`src/rtl/imem_boot_loader.sv`:
```
// Boot loader: streams a header/data/checksum image into byte-wide instruction
// memory and releases the core from reset once the checksum verifies.
module imem_boot_loader #(
    parameter int IMEM_BYTES     = 16,
    parameter int TIMEOUT_CYCLES = 1024
) (
    input  logic                            clk,
    input  logic                            reset,
    input  logic                            start,
    input  logic [7:0]                      rx_data,
    input  logic                            rx_valid,
    output logic                            rx_ready,
    output logic                            mem_we,
    output logic [63:0]                     mem_addr,
    output logic [7:0]                      mem_wdata,
    output logic                            core_reset,
    output logic                            busy,
    output logic                            done,
    output logic                            error,
    output logic [1:0]                      err_code,
    output logic [$clog2(IMEM_BYTES):0]     bytes_loaded
);
    localparam int BLW = $clog2(IMEM_BYTES) + 1;
    localparam int TW  = $clog2(TIMEOUT_CYCLES + 1);

    typedef enum logic [2:0] {S_IDLE, S_HDR, S_DATA, S_CSUM, S_DONE, S_ERR} state_t;

    state_t          state_q, state_d;
    logic [1:0]      err_q, err_d;
    logic [7:0]      acc_q, acc_d;
    logic [10:0]     len_q, len_d;
    logic [TW-1:0]   tmo_q, tmo_d;
    logic [BLW-1:0]  cnt_q, cnt_d;
    logic            we_q, we_d;
    logic [63:0]     addr_q, addr_d;
    logic [7:0]      wdata_q, wdata_d;
    logic            busy_q, done_q, error_q, core_reset_q;

    logic            tmo_hit, xfer;
    logic [10:0]     hdr_len;

    // Timeout takes priority, so stop offering ready once it has fired.
    assign tmo_hit  = (tmo_q == TW'(TIMEOUT_CYCLES));
    assign rx_ready = busy_q && !tmo_hit;
    assign xfer     = rx_valid && rx_ready;
    assign hdr_len  = {1'b0, rx_data, 2'b00};

    always_comb begin
        state_d = state_q;
        err_d   = err_q;
        acc_d   = acc_q;
        len_d   = len_q;
        tmo_d   = tmo_q;
        cnt_d   = cnt_q;
        we_d    = 1'b0;
        addr_d  = addr_q;
        wdata_d = wdata_q;
        case (state_q)
            S_IDLE, S_DONE, S_ERR: begin
                if (start) begin
                    state_d = S_HDR;
                    err_d   = 2'd0;
                    acc_d   = 8'd0;
                    cnt_d   = '0;
                    tmo_d   = '0;
                end
            end
            default: begin
                if (tmo_hit) begin
                    state_d = S_ERR;
                    err_d   = 2'd3;
                end else if (xfer) begin
                    tmo_d = '0;
                    if (state_q == S_HDR) begin
                        acc_d = rx_data;
                        len_d = hdr_len;
                        if (hdr_len > 11'(IMEM_BYTES)) begin
                            state_d = S_ERR;
                            err_d   = 2'd1;
                        end else if (rx_data == 8'd0) begin
                            state_d = S_CSUM;
                        end else begin
                            state_d = S_DATA;
                        end
                    end else if (state_q == S_DATA) begin
                        we_d    = 1'b1;
                        addr_d  = 64'(cnt_q);
                        wdata_d = rx_data;
                        cnt_d   = cnt_q + 1'b1;
                        acc_d   = acc_q ^ rx_data;
                        if (32'(cnt_q) + 32'd1 == 32'(len_q))
                            state_d = S_CSUM;
                    end else begin
                        state_d = (rx_data == acc_q) ? S_DONE : S_ERR;
                        err_d   = (rx_data == acc_q) ? 2'd0 : 2'd2;
                    end
                end else begin
                    tmo_d = tmo_q + 1'b1;
                end
            end
        endcase
    end

    always_ff @(posedge clk) begin
        if (reset) begin
            state_q      <= S_IDLE;
            err_q        <= 2'd0;
            acc_q        <= 8'd0;
            len_q        <= '0;
            tmo_q        <= '0;
            cnt_q        <= '0;
            we_q         <= 1'b0;
            addr_q       <= 64'd0;
            wdata_q      <= 8'd0;
            busy_q       <= 1'b0;
            done_q       <= 1'b0;
            error_q      <= 1'b0;
            core_reset_q <= 1'b1;
        end else begin
            state_q      <= state_d;
            err_q        <= err_d;
            acc_q        <= acc_d;
            len_q        <= len_d;
            tmo_q        <= tmo_d;
            cnt_q        <= cnt_d;
            we_q         <= we_d;
            addr_q       <= addr_d;
            wdata_q      <= wdata_d;
            busy_q       <= (state_d == S_HDR) || (state_d == S_DATA) || (state_d == S_CSUM);
            done_q       <= (state_d == S_DONE);
            error_q      <= (state_d == S_ERR);
            core_reset_q <= (state_d != S_DONE);
        end
    end

    assign mem_we       = we_q;
    assign mem_addr     = addr_q;
    assign mem_wdata    = wdata_q;
    assign core_reset   = core_reset_q;
    assign busy         = busy_q;
    assign done         = done_q;
    assign error        = error_q;
    assign err_code     = err_q;
    assign bytes_loaded = cnt_q;
endmodule

```
`config.mk`:
```
export PLATFORM = sky130hd
export DESIGN_NAME = imem_boot_loader
export DESIGN_NICKNAME = d
export VERILOG_FILES = /design/src/rtl/imem_boot_loader.sv
export SDC_FILE = /design/constraint.sdc
export NUM_CORES = 1
export LEC_CHECK = 0
export BUFFER_PORTS_ARGS = -buffer_cell sky130_fd_sc_hd__buf_2
export CAP_MARGIN = 20
export CORE_MARGIN = 1
export CORE_UTILIZATION = 50
export DETAILED_ROUTE_END_ITERATION = 6
export PLACE_DENSITY_LB_ADDON = 0.05
export SLEW_MARGIN = 10
export SYNTH_ARGS = -nofsm -noshare
export SYNTH_HDL_FRONTEND = slang
export SYNTH_SLANG_ARGS = --single-unit
```
`constraint.sdc`:
```
create_clock -name clk -period 4.8 [get_ports clk]
set_input_delay 1.2 -clock clk [delete_from_list [all_inputs] [get_ports clk]]
set_output_delay 1.2 -clock clk [all_outputs]
set_load 0.02 [all_outputs]
```
==> results.md, run 1 <==
* Largest family of logic cells by synthesized area: simple AND/OR/NAND/NOR gates
* Stages on the worst setup path at 4
* Multi-input logic area at 1850 um^2
* Critical Path Max Stage Delay at 0.68 ns
* Worst-margin pin slew at 0.882 ns
* Clock sink count at 55
* Vias in the first global route at 2133
* Congestion Overflow GR at 0
* Initial DRC Count at 133
* Compound-Gate Fraction of Synth Area at 0.144
* Worst slew margin at 0.412
* Final worst-path cycle share at 0.667
* # fillers at 617
* Final GP Congestion at 0.842
* First-pass GRT wire length at 11000 um
* Reg area at 1100 um^2
* Final net count at 419
* Tmin final at 3.20 ns
* Core region area at 6350 um^2
* Top Family by Delay on Critical Path: simple AND/OR/NAND/NOR gates
* Final Non-Filler Cells at 482
* Clk pwr share at 0.337
* Sequential-to-total area share from yosys stat at 0.333
* Xor and xnor area share after synthesis at 0.0598
* Initial antenna violation count at 0
* Ports at 97
* Crit. End Element: output port
* Placed cell count at 474
* Resize count post-CTS at 0
* Ys async rst share at 0
* CP Data Arrival Time at 2.00 ns
* Skew-Pair Late Insertion Delay at 0.32 ns
* Setup Skew at 0.0112 ns
* Pint at 680 uW
* Crit. Startpoint: tmo_q[6]
* Via density at 5.25
* HPWL after detailed placement at 4980 um
* Status: completed
* Final setup vio count at 0
* Hold Crit Class: register to register
* # hold bufs at CTS at 0
* DR pass1 iterations at 4
* Max Clock Freq at 0.312 GHz
* Sw Share at 0.297
* Final ANT Viol Nets at 0
* Critical path peak fanout at 7
* Synth Flop Type: dfxtp_1
* Clock buffer depth at 2
* Post-Syn Instances at 381
* Mapped Avg Cell Area at 8.67 um^2
* GR Util All Layers at 0.199
* Die area at 6940 um^2
* Pwr/cell area at 285 nW/um^2
* Peak supply drop at 0.156 mV
* Synth Warn # at 0
* Crit path launch type: register
* Synth cell types at 57
* Crit-path slowest cell: nor4b_1
* Largest net degree at the start of global routing at 42
* H-tree Lvls at 2
* Setup bufs post-CTS at 0
* Post-Route WL at 7010 um
* Worst path bufs/invs at 1
* Simple-gate area share of the yosys netlist at 0.208
* Hold path cells at 2
* Die outline width at 83.3 um
* Commonest non-fill, non-tap cells in the layout: conb_1 (59), dfxtp_1 (55), nor2_1 (39)
* Via count at 2530
* Cell Chain, Critical Path: nor4b_1 -> nand3_1 -> and2_1 -> buf_2
* Static leakage at 1.40 nW
* Final Hold Vio Count at 0
* Crit path kind: register to output port
* #FFs+latches synth at 55
* Worst-path clk slew at 0.10 ns
* Layout cells sized above 1 at 0.143
* Sequential Power Share at 0.495
* FF-to-FF Start: state_q[0]
* Synth Cell Area at 3300 um^2
* DR WL/cell at 14.5 um
* Number of flops mapped to enable cells by yosys at 0
* Area share of fa/ha/maj cells after synthesis at 0.0114
* Starting Density at 0.520
* WP data required at 3.60 ns
* Synthesis-to-finish area growth at 2.76%
* R2r setup slk at 2.22 ns
* Hold_sp: err_code[0]
* Fin Setup TNS at 0 ns
* Most common cell after layout, fill and taps aside: conb_1
* Pins Over Slew Limit at 0
* RSZ-0062 raised after global routing: no
* Die height at 83.3 um
* Clock Tree Root: clkbuf_8
* Max Cap Viol at 0
* Net Switching at 287 uW
* Drt drc at 0
* R2R Path End: bytes_loaded[1]
* Comb power frac at 0.168
* Row Count at 29
* Multiplexer share of the synthesized area at 0.0697
* Input/output buffers at 37
* N_diodes at 0
* Num CTS Buffers at 5
* TritonCTS clock tree: built
* Reg2reg path depth at 5
* Hold EP: err_code[0]
[metal layers]
layer  vias up  part of all wire  GRT usage
met1      1192              0.46      0.265
met3         9             0.042     0.0427
li1       1256                 -          -
met4         0             0.013     0.0611
met2        73              0.48      0.323
met5         -                 0          0
[logic make-up (layout without fill, tap and decap cells)]
logic type | count (synthesis) | in the layout
XOR/XNOR | 21 | 21
buffers and inverters | 90 | 56
AND/OR/NAND/NOR | 124 | 124
flip-flops | 55 | 55
AO/OA/AOI/OAI | 64 | 64
other | 1 | 59
multiplexers | 23 | 23
adder cells (fa/ha/maj) | 3 | 3
[cell usage after synthesis (all sizes together) (8+ instances only)]
master	count	share of area
a21oi	8	0.012
xor2	10	0.027
nor3	8	0.015
inv	10	0.011
nor2	39	0.044
buf	63	0.14
clkbuf	17	0.019
o21ai	26	0.039
and2	8	0.015
mux2i	23	0.070
nor2b	10	0.019
a32o	8	0.024
dfxtp	55	0.33
nand2	12	0.014
xnor2	10	0.027
[through the flow]
stage | utilization | power (mW) | setup slack (ns) | area [um^2] | hold slack (ns)
finish | 0.535 | 0.967 | 1.60 | 3400 | 0.490
detailed placement | 0.516 | 0.650 | 1.44 | 3280 | 0.465
CTS | 0.535 | 0.977 | 1.62 | 3400 | 0.487
global route | 0.535 | 1.01 | 1.48 | 3400 | 0.517
floorplan | - | 0.653 | 1.70 | 3520 | 0.450
global placement | 0.516 | 0.649 | 1.46 | 3280 | 0.462
[flip-flops by register name, indices dropped and copies added, names as in the netlist]
register	cells
tmo_q	11
acc_q	8
len_q	8
mem_wdata	8
bytes_loaded	5
mem_addr	5
state_q	3
err_code	2
busy	1
core_reset	1
done	1
error	1
mem_we	1
[final cells by class]
type	count	share of cell area
multi-input cells	294	0.545
flip-flops and latches	55	0.324
repair buffers	38	0.0567
well taps	77	0.0284
clock buffers	6	0.0243
inverters	10	0.0111
clock inverters	2	0.0103
[power by group through the flow]
stage	Sequential, mW	Combinational [mW]	Clock, mW
after floorplan	0.488	0.165	0
after global placement	0.489	0.160	0
after detailed placement	0.489	0.162	0
after CTS	0.478	0.162	0.336
after global routing	0.481	0.178	0.355
final	0.478	0.162	0.326
[worst max path at each step]
| stage | end | slack, ns |
|---|---|---|
| 2_1_floorplan | core_reset | 1.70 |
| 3_3_place_gp | core_reset | 1.46 |
| 3_5_place_dp | core_reset | 1.44 |
| 4_1_cts | rx_ready | 1.62 |
| 5_1_grt | rx_ready | 1.48 |
| 6_report | rx_ready | 1.60 |
[tightest hold or removal path, delay by kind of cell (launching register included)]
family             cells  cell delay (ns)
DFF                    1             0.32
AOI/OAI and AO/OA      2             0.13
Power figures use the tool's default switching activity.
==> run 2, diff against run 1 <==
- ABC_AREA: default -> 1
- CORE_UTILIZATION: 50 -> 47
- clock period: 4.8 -> 2.83 ns (I/O delays scaled with it)
==> run 2 against run 1 <==
Via count up 10%. Total power up 95%. Clock skew about the same. Worst hold slack worse by 0.020 ns. Register-to-register slack worse by 1.4 ns. Non-clock buffer count unchanged. Synthesized cell count up 20%. Utilization down 3.3 points.
==> results.md, run 2 <==
* Status: completed
* Tot Pwr at 1.88 mW (+95%)
* Placed cell count at 564 (+19%)
* Pins Over Slew Limit at 0 (unchanged)
* Most common cell after layout, fill and taps aside: nand2_1
* Clock sink count at 55 (unchanged)
* Setup Skew at 0.0109 ns (-0.000264 ns)
* Ports at 97 (unchanged)
* Largest register FFs at 11 (unchanged)
* Crit path kind: register to output port
* Crit. End Element: output port
* Fin Setup TNS at 0 ns (unchanged)
* Max Clock Freq at 0.459 GHz
* Largest Register: tmo_q
* TritonCTS clock tree: built
* Hold Crit Class: register to register
* Layout cells sized above 1 at 0.181 (+0.0377)
* Number of flops mapped to enable cells by yosys at 0 (unchanged)
* Post-Route WL at 6970 um (-0.59%)
* Top-count cell post-synth: nand2_1
* Area share of fa/ha/maj cells after synthesis at 0.0115 (+0.000109)
* # hold bufs at CTS at 0 (unchanged)
* Critical path peak fanout at 4 (-3)
* Clock Tree Root: clkbuf_8
* Synth Warn # at 0 (unchanged)
* Post-synth top area share at 0.336 (+0.00318)
* Worst-path clk slew at 0.10 ns (about the same)
* Drt drc at 0 (unchanged)
* Final GP Congestion at 0.804 (-4.5%)
* GR Util All Layers at 0.196 (-0.00347)
* Sequential-to-total area share from yosys stat at 0.336 (+0.00318)
* RSZ-0062 raised after global routing: no
* Final setup vio count at 0 (unchanged)
* Simple-gate area share of the yosys netlist at 0.313 (+0.105)
* Die height at 85.5 um (+2.6%)
* # fillers at 710 (+15%)
* Synth Flop Type: dfxtp_1
* N_diodes at 0 (unchanged)
* Setup bufs post-CTS at 0 (unchanged)
* Via count at 2787 (+10%)
* Max Cap Viol at 0 (unchanged)
* Input/output buffers at 37 (unchanged)
* Starting Density at 0.484 (-0.0359)
* Final Non-Filler Cells at 572 (+19%)
* First-pass GRT wire length at 11400 um (+3.5%)
* Top cells by area, synth: dfxtp_1 (34%), buf_4 (14%), nand2_1 (12%)
* Synth Cell Area at 3270 um^2 (-0.95%)
* Mapped Avg Cell Area at 7.18 um^2 (-17%)
* Reg area at 1100 um^2 (unchanged)
* HPWL after detailed placement at 5210 um (+4.7%)
* Synthesis-to-finish area growth at 3.59%
* Top cells by count, synth: nand2_1 (104), buf_4 (60), dfxtp_1 (55)
* H-tree Lvls at 2 (unchanged)
* Final hold slack at 0.470 ns (-0.0201 ns)
* WP data required at 2.12 ns (-1.48 ns)
* Final net count at 506 (+21%)
* Via density at 4.87 (-7.2%)
* Die outline width at 85.5 um (+2.6%)
* Clock buffer depth at 2 (unchanged)
* Placed Area at 3290 um^2 (+0.46%)
* Core region area at 6760 um^2 (+6.4%)
* Final Cell Area at 3390 um^2 (-0.15%)
* Final Hold Vio Count at 0 (unchanged)
* #FFs+latches synth at 55 (unchanged)
* Ys async rst share at 0 (unchanged)
* Multiplexer share of the synthesized area at 0 (-0.0697)
* Vias in the first global route at 2410 (+13%)
* Congestion Overflow GR at 0 (unchanged)
* Crit path launch type: register
* DR WL/cell at 12.2 um (-16%)
* Final ANT Viol Nets at 0 (unchanged)
* Largest family of logic cells by synthesized area: simple AND/OR/NAND/NOR gates
* Die area at 7300 um^2 (+5.2%)
* Initial antenna violation count at 0 (unchanged)
* Xor and xnor area share after synthesis at 0.0294 (-0.0304)
* Commonest non-fill, non-tap cells in the layout: nand2_1 (104), conb_1 (59), dfxtp_1 (55)
* Skew-Pair Late Insertion Delay at 0.32 ns (about the same)
* Final worst-path cycle share at 0.770
* Resize count post-CTS at 0 (unchanged)
* Post-Syn Instances at 456 (+20%)
* Largest net degree at the start of global routing at 37 (-12%)
* Tmin final at 2.18 ns
* Synth cell types at 36 (-37%)
* Initial DRC Count at 68 (-49%)
* Static leakage at 1.50 nW (+7.3%)
* Cell taking the most area after synthesis: dfxtp_1
* Peak supply drop at 0.198 mV (+27%)
* Row Count at 30 (+3.4%)
* CP Data Arrival Time at 1.47 ns (-0.53 ns)
* Pwr/cell area at 555 nW/um^2 (+95%)
* Multi-input logic area at 1740 um^2 (-5.9%)
* DR pass1 iterations at 5 (+1)
* Num CTS Buffers at 5 (unchanged)
* Compound-Gate Fraction of Synth Area at 0.110 (-0.0342)
run 2: cell count changes in the layout (fill, tap and decap cells not counted), moves of 10 or more:
cell	change
o21ai_0	-13
nand2_1	+92
a21oi_1	+37
inv_1	+19
mux2i_1	-23
nor2b_1	-10
inv_2	+10
nand3_1	+20
run 2: per-stage QoR:
| stage | setup slack [ns] | utilization |
|---|---|---|
| after floorplan | 1.14 | - |
| after global placement | 0.749 | 0.487 |
| after detailed placement | 0.681 | 0.487 |
| after CTS | 0.621 | 0.502 |
| after global routing | 0.557 | 0.502 |
| final | 0.650 | 0.502 |
run 2: power by group:
| group | leakage, nW | internal (mW) | switching, mW |
|---|---|---|---|
| Combinational | 1.01 | 0.154 | 0.406 |
| Clock | 0.0502 | 0.184 | 0.291 |
| Sequential | 0.445 | 0.816 | 0.0293 |
| Total | 1.50 | 1.15 | 0.726 |
run 2: worst paths after layout:
path	from	endpoint	slack (ns)	cells after the start
min	err_code[1]	err_code[1]	0.47	2
max reg2reg	tmo_q[0]	bytes_loaded[3]	0.80	9
max	tmo_q[0]	rx_ready	0.65	6
min reg2reg	err_code[1]	err_code[1]	0.47	2
run 2: cell type report:
class / count / area share
tap: 80 / 0.0295
sequential: 55 / 0.325
timing repair buffer: 38 / 0.0568
clock inverter: 3 / 0.00849
inverter: 41 / 0.0469
clock buffer: 5 / 0.0203
multi-input combinational: 350 / 0.513
run 2: per-layer routing:
layer | global-route usage | share of wire | vias up
li1 | - | - | 1418
met5 | 0 | 0 | -
met4 | 0.0455 | 0.0089 | 0
met3 | 0.0360 | 0.046 | 6
met1 | 0.263 | 0.48 | 1290
met2 | 0.326 | 0.46 | 73
run 2: worst max-delay path: stages (launching register included):
cell and delay (ns):
dfxtp_1 0.37, inv_2 0.06, ha_1 0.22, nand4_1 0.11, nor2_2 0.06, nor2_2 0.14, buf_2 0.19
run 2: kinds of logic (layout without fill, tap and decap cells):
family | Yosys count | after routing
simple gates | 210 | 210
buf+inv | 109 | 87
compound gates | 67 | 67
flops | 55 | 55
xor+xnor | 11 | 11
fa+ha+maj | 3 | 3
other cells | 1 | 59
==> run 3, diff against run 2 <==
- clock period: 2.83 -> 1.8 ns (I/O delays scaled with it)
==> run 3 against run 2 <==
Sequential share of layout area is 1.4 points lower. Via count is 0.90% lower. Die area stayed put. Routed wire length is 2.1% higher. Critical path depth stayed put. Register-to-register slack worse by 0.67 ns. Global-route usage is 0.37 points higher. Non-clock buffer count is 10 higher. Largest power group unchanged. Setup slack worse by 0.63 ns. Total power is 72% higher. Design area is 5.0% higher.
==> results.md, run 3 (synthesized netlist as in run 2, its figures left out) <==
* Status: completed
* Sw Share at 0.345 (-0.0413)
* Initial DRC Count at 70 (+2.9%)
* Num CTS Buffers at 5 (unchanged)
* Final worst-path cycle share at 0.989
* Core region area at 6760 um^2 (unchanged)
* Tot Pwr at 3.23 mW (+72%)
* Clock sink count at 55 (unchanged)
* Clock Tree Root: clkbuf_8
* Congestion Overflow GR at 0 (unchanged)
* Final net count at 516 (+2.0%)
* Hold Crit Class: input port to register
* DR WL/cell at 12.2 um (+0.30%)
* Drt drc at 0 (unchanged)
* Worst-path clk slew at 0.10 ns (about the same)
* Max Cap Viol at 0 (unchanged)
* Commonest non-fill, non-tap cells in the layout: nand2_1 (104), conb_1 (59), dfxtp_1 (51)
* # hold bufs at CTS at 0 (unchanged)
* Ports at 97 (unchanged)
* First-pass GRT wire length at 11500 um (+0.66%)
* Initial antenna violation count at 0 (unchanged)
* Reg2reg path depth at 11 (+2)
* Synthesis-to-finish area growth at 8.75%
* Crit path kind: register to output port
* Final Hold Vio Count at 0 (unchanged)
* Placed cell count at 571 (+1.2%)
* Final Util at 0.527 (+0.0250)
* HPWL after detailed placement at 5200 um (-0.21%)
* Vias in the first global route at 2465 (+2.3%)
* Input/output buffers at 37 (unchanged)
* Crit path launch type: register
* Via count at 2762 (-0.90%)
* GR Util All Layers at 0.200 (+0.00365)
* Sequential Power Share at 0.413 (-0.037)
* Hold path cells at 3 (+1)
* H-tree Lvls at 2 (unchanged)
* Row Count at 30 (unchanged)
* Clk pwr share at 0.299 (+0.046)
* Pins Over Slew Limit at 0 (unchanged)
* Clock buffer depth at 2 (unchanged)
* Peak supply drop at 0.490 mV (+150%)
* Final ANT Viol Nets at 0 (unchanged)
* Largest register FFs at 11 (unchanged)
* Layout cells sized above 1 at 0.211 (+0.0303)
* Largest Register: tmo_q
* Post-Route WL at 7110 um (+2.1%)
* CP Data Arrival Time at 1.33 ns (-0.14 ns)
* Pint at 2.11 mW (+83%)
* Static leakage at 1.57 nW (+4.6%)
* Final GP Congestion at 0.781 (-2.8%)
* Setup Skew at 0.00786 ns (-0.00306 ns)
* TritonCTS clock tree: built
* Die area at 7300 um^2 (unchanged)
* Multi-input logic area at 1770 um^2 (+1.9%)
* Pwr/cell area at 906 nW/um^2 (+63%)
* Skew-Pair Late Insertion Delay at 0.32 ns (about the same)
* Final worst slack at 0.0200 ns (-0.630 ns)
* Starting Density at 0.484 (unchanged)
* WP data required at 1.35 ns (-0.77 ns)
* Final setup vio count at 0 (unchanged)
* Comb power frac at 0.288 (-0.010)
* DR pass1 iterations at 6 (+1)
* Tmin final at 1.78 ns
* Max Clock Freq at 0.562 GHz
* Die height at 85.5 um (unchanged)
* N_diodes at 0 (unchanged)
* Die outline width at 85.5 um (unchanged)
* Crit. End Element: output port
* Largest net degree at the start of global routing at 37 (unchanged)
* Final hold slack at 0.421 ns (-0.0487 ns)
* Critical path peak fanout at 4 (unchanged)
* Most common cell after layout, fill and taps aside: nand2_1
* Post-Place Setup Slack at 0.112 ns (-0.569 ns)
* Via density at 4.75 (-2.6%)
* Reg area at 1110 um^2 (+0.45%)
* # fillers at 701 (-1.3%)
* RSZ-0062 raised after global routing: yes
* Final Non-Filler Cells at 582 (+1.7%)
* Net Switching at 1.11 mW (+53%)
## run 3: changes by cell type in the layout (fill, tap and decap cells not counted), sizes merged
| cell | delta |
|---|---|
| bufinv | +2 |
| buf | +10 |
| clkinv | -2 |
| inv | -1 |
| clkbuf | +1 |
## run 3: critical path: stages (launching register included)
cell,delay (ns)
dfxtp_2,0.35
inv_4,0.07
ha_4,0.13
nand4_1,0.10
nor2_2,0.16
nor2_2,0.07
buf_6,0.13
## run 3: final cells by class
class,count,area share
clock buffer,6,0.0204
clock inverter,2,0.0169
inverter,41,0.0453
multi-input combinational,350,0.498
sequential,55,0.311
tap,80,0.0281
timing repair buffer,48,0.0805
## run 3: metal layers
layer | up-vias | GRT usage | part of all wire | wire, um
met3 | 8 | 0.0360 | 0.039 | 277
met5 | - | 0 | 0 | 0
met4 | 0 | 0.0591 | 0.010 | 74
met1 | 1240 | 0.270 | 0.49 | 3460
met2 | 81 | 0.324 | 0.46 | 3300
li1 | 1433 | - | - | -
## run 3: final timing paths
path                start      endpoint  slack, ns
max              tmo_q[0]      rx_ready       0.02
min            rx_data[6]      len_q[8]       0.42
max reg2reg      tmo_q[0]      acc_q[3]       0.13
min reg2reg  mem_wdata[1]  mem_wdata[1]       0.47
## run 3: metrics by stage
| stage | setup TNS (ns) | instance area, um^2 |
|---|---|---|
| after global routing | -0.0600 | 3560 |
| after detailed placement | 0 | 3360 |
| after global placement | 0 | 3360 |
| after floorplan | 0 | 3490 |
| final | 0 | 3560 |
| after CTS | 0 | 3530 |
## run 3: power by group through the flow
stage	Clock (mW)	Combinational (mW)	Sequential, mW
global placement	0	0.882	1.35
finish	0.965	0.931	1.33
floorplan	0	0.792	1.37
detailed placement	0	0.891	1.35
global route	1.04	1.02	1.34
CTS	0.989	0.917	1.33
## run 3: what timing repair did
item                                    in CTS  in global routing
setup buffers                                3                  0
endpoints found under the setup margin       1                  9
pin swaps                                    3                  5
endpoints found under the hold margin        0                  0
gates resized for setup                      6                  7
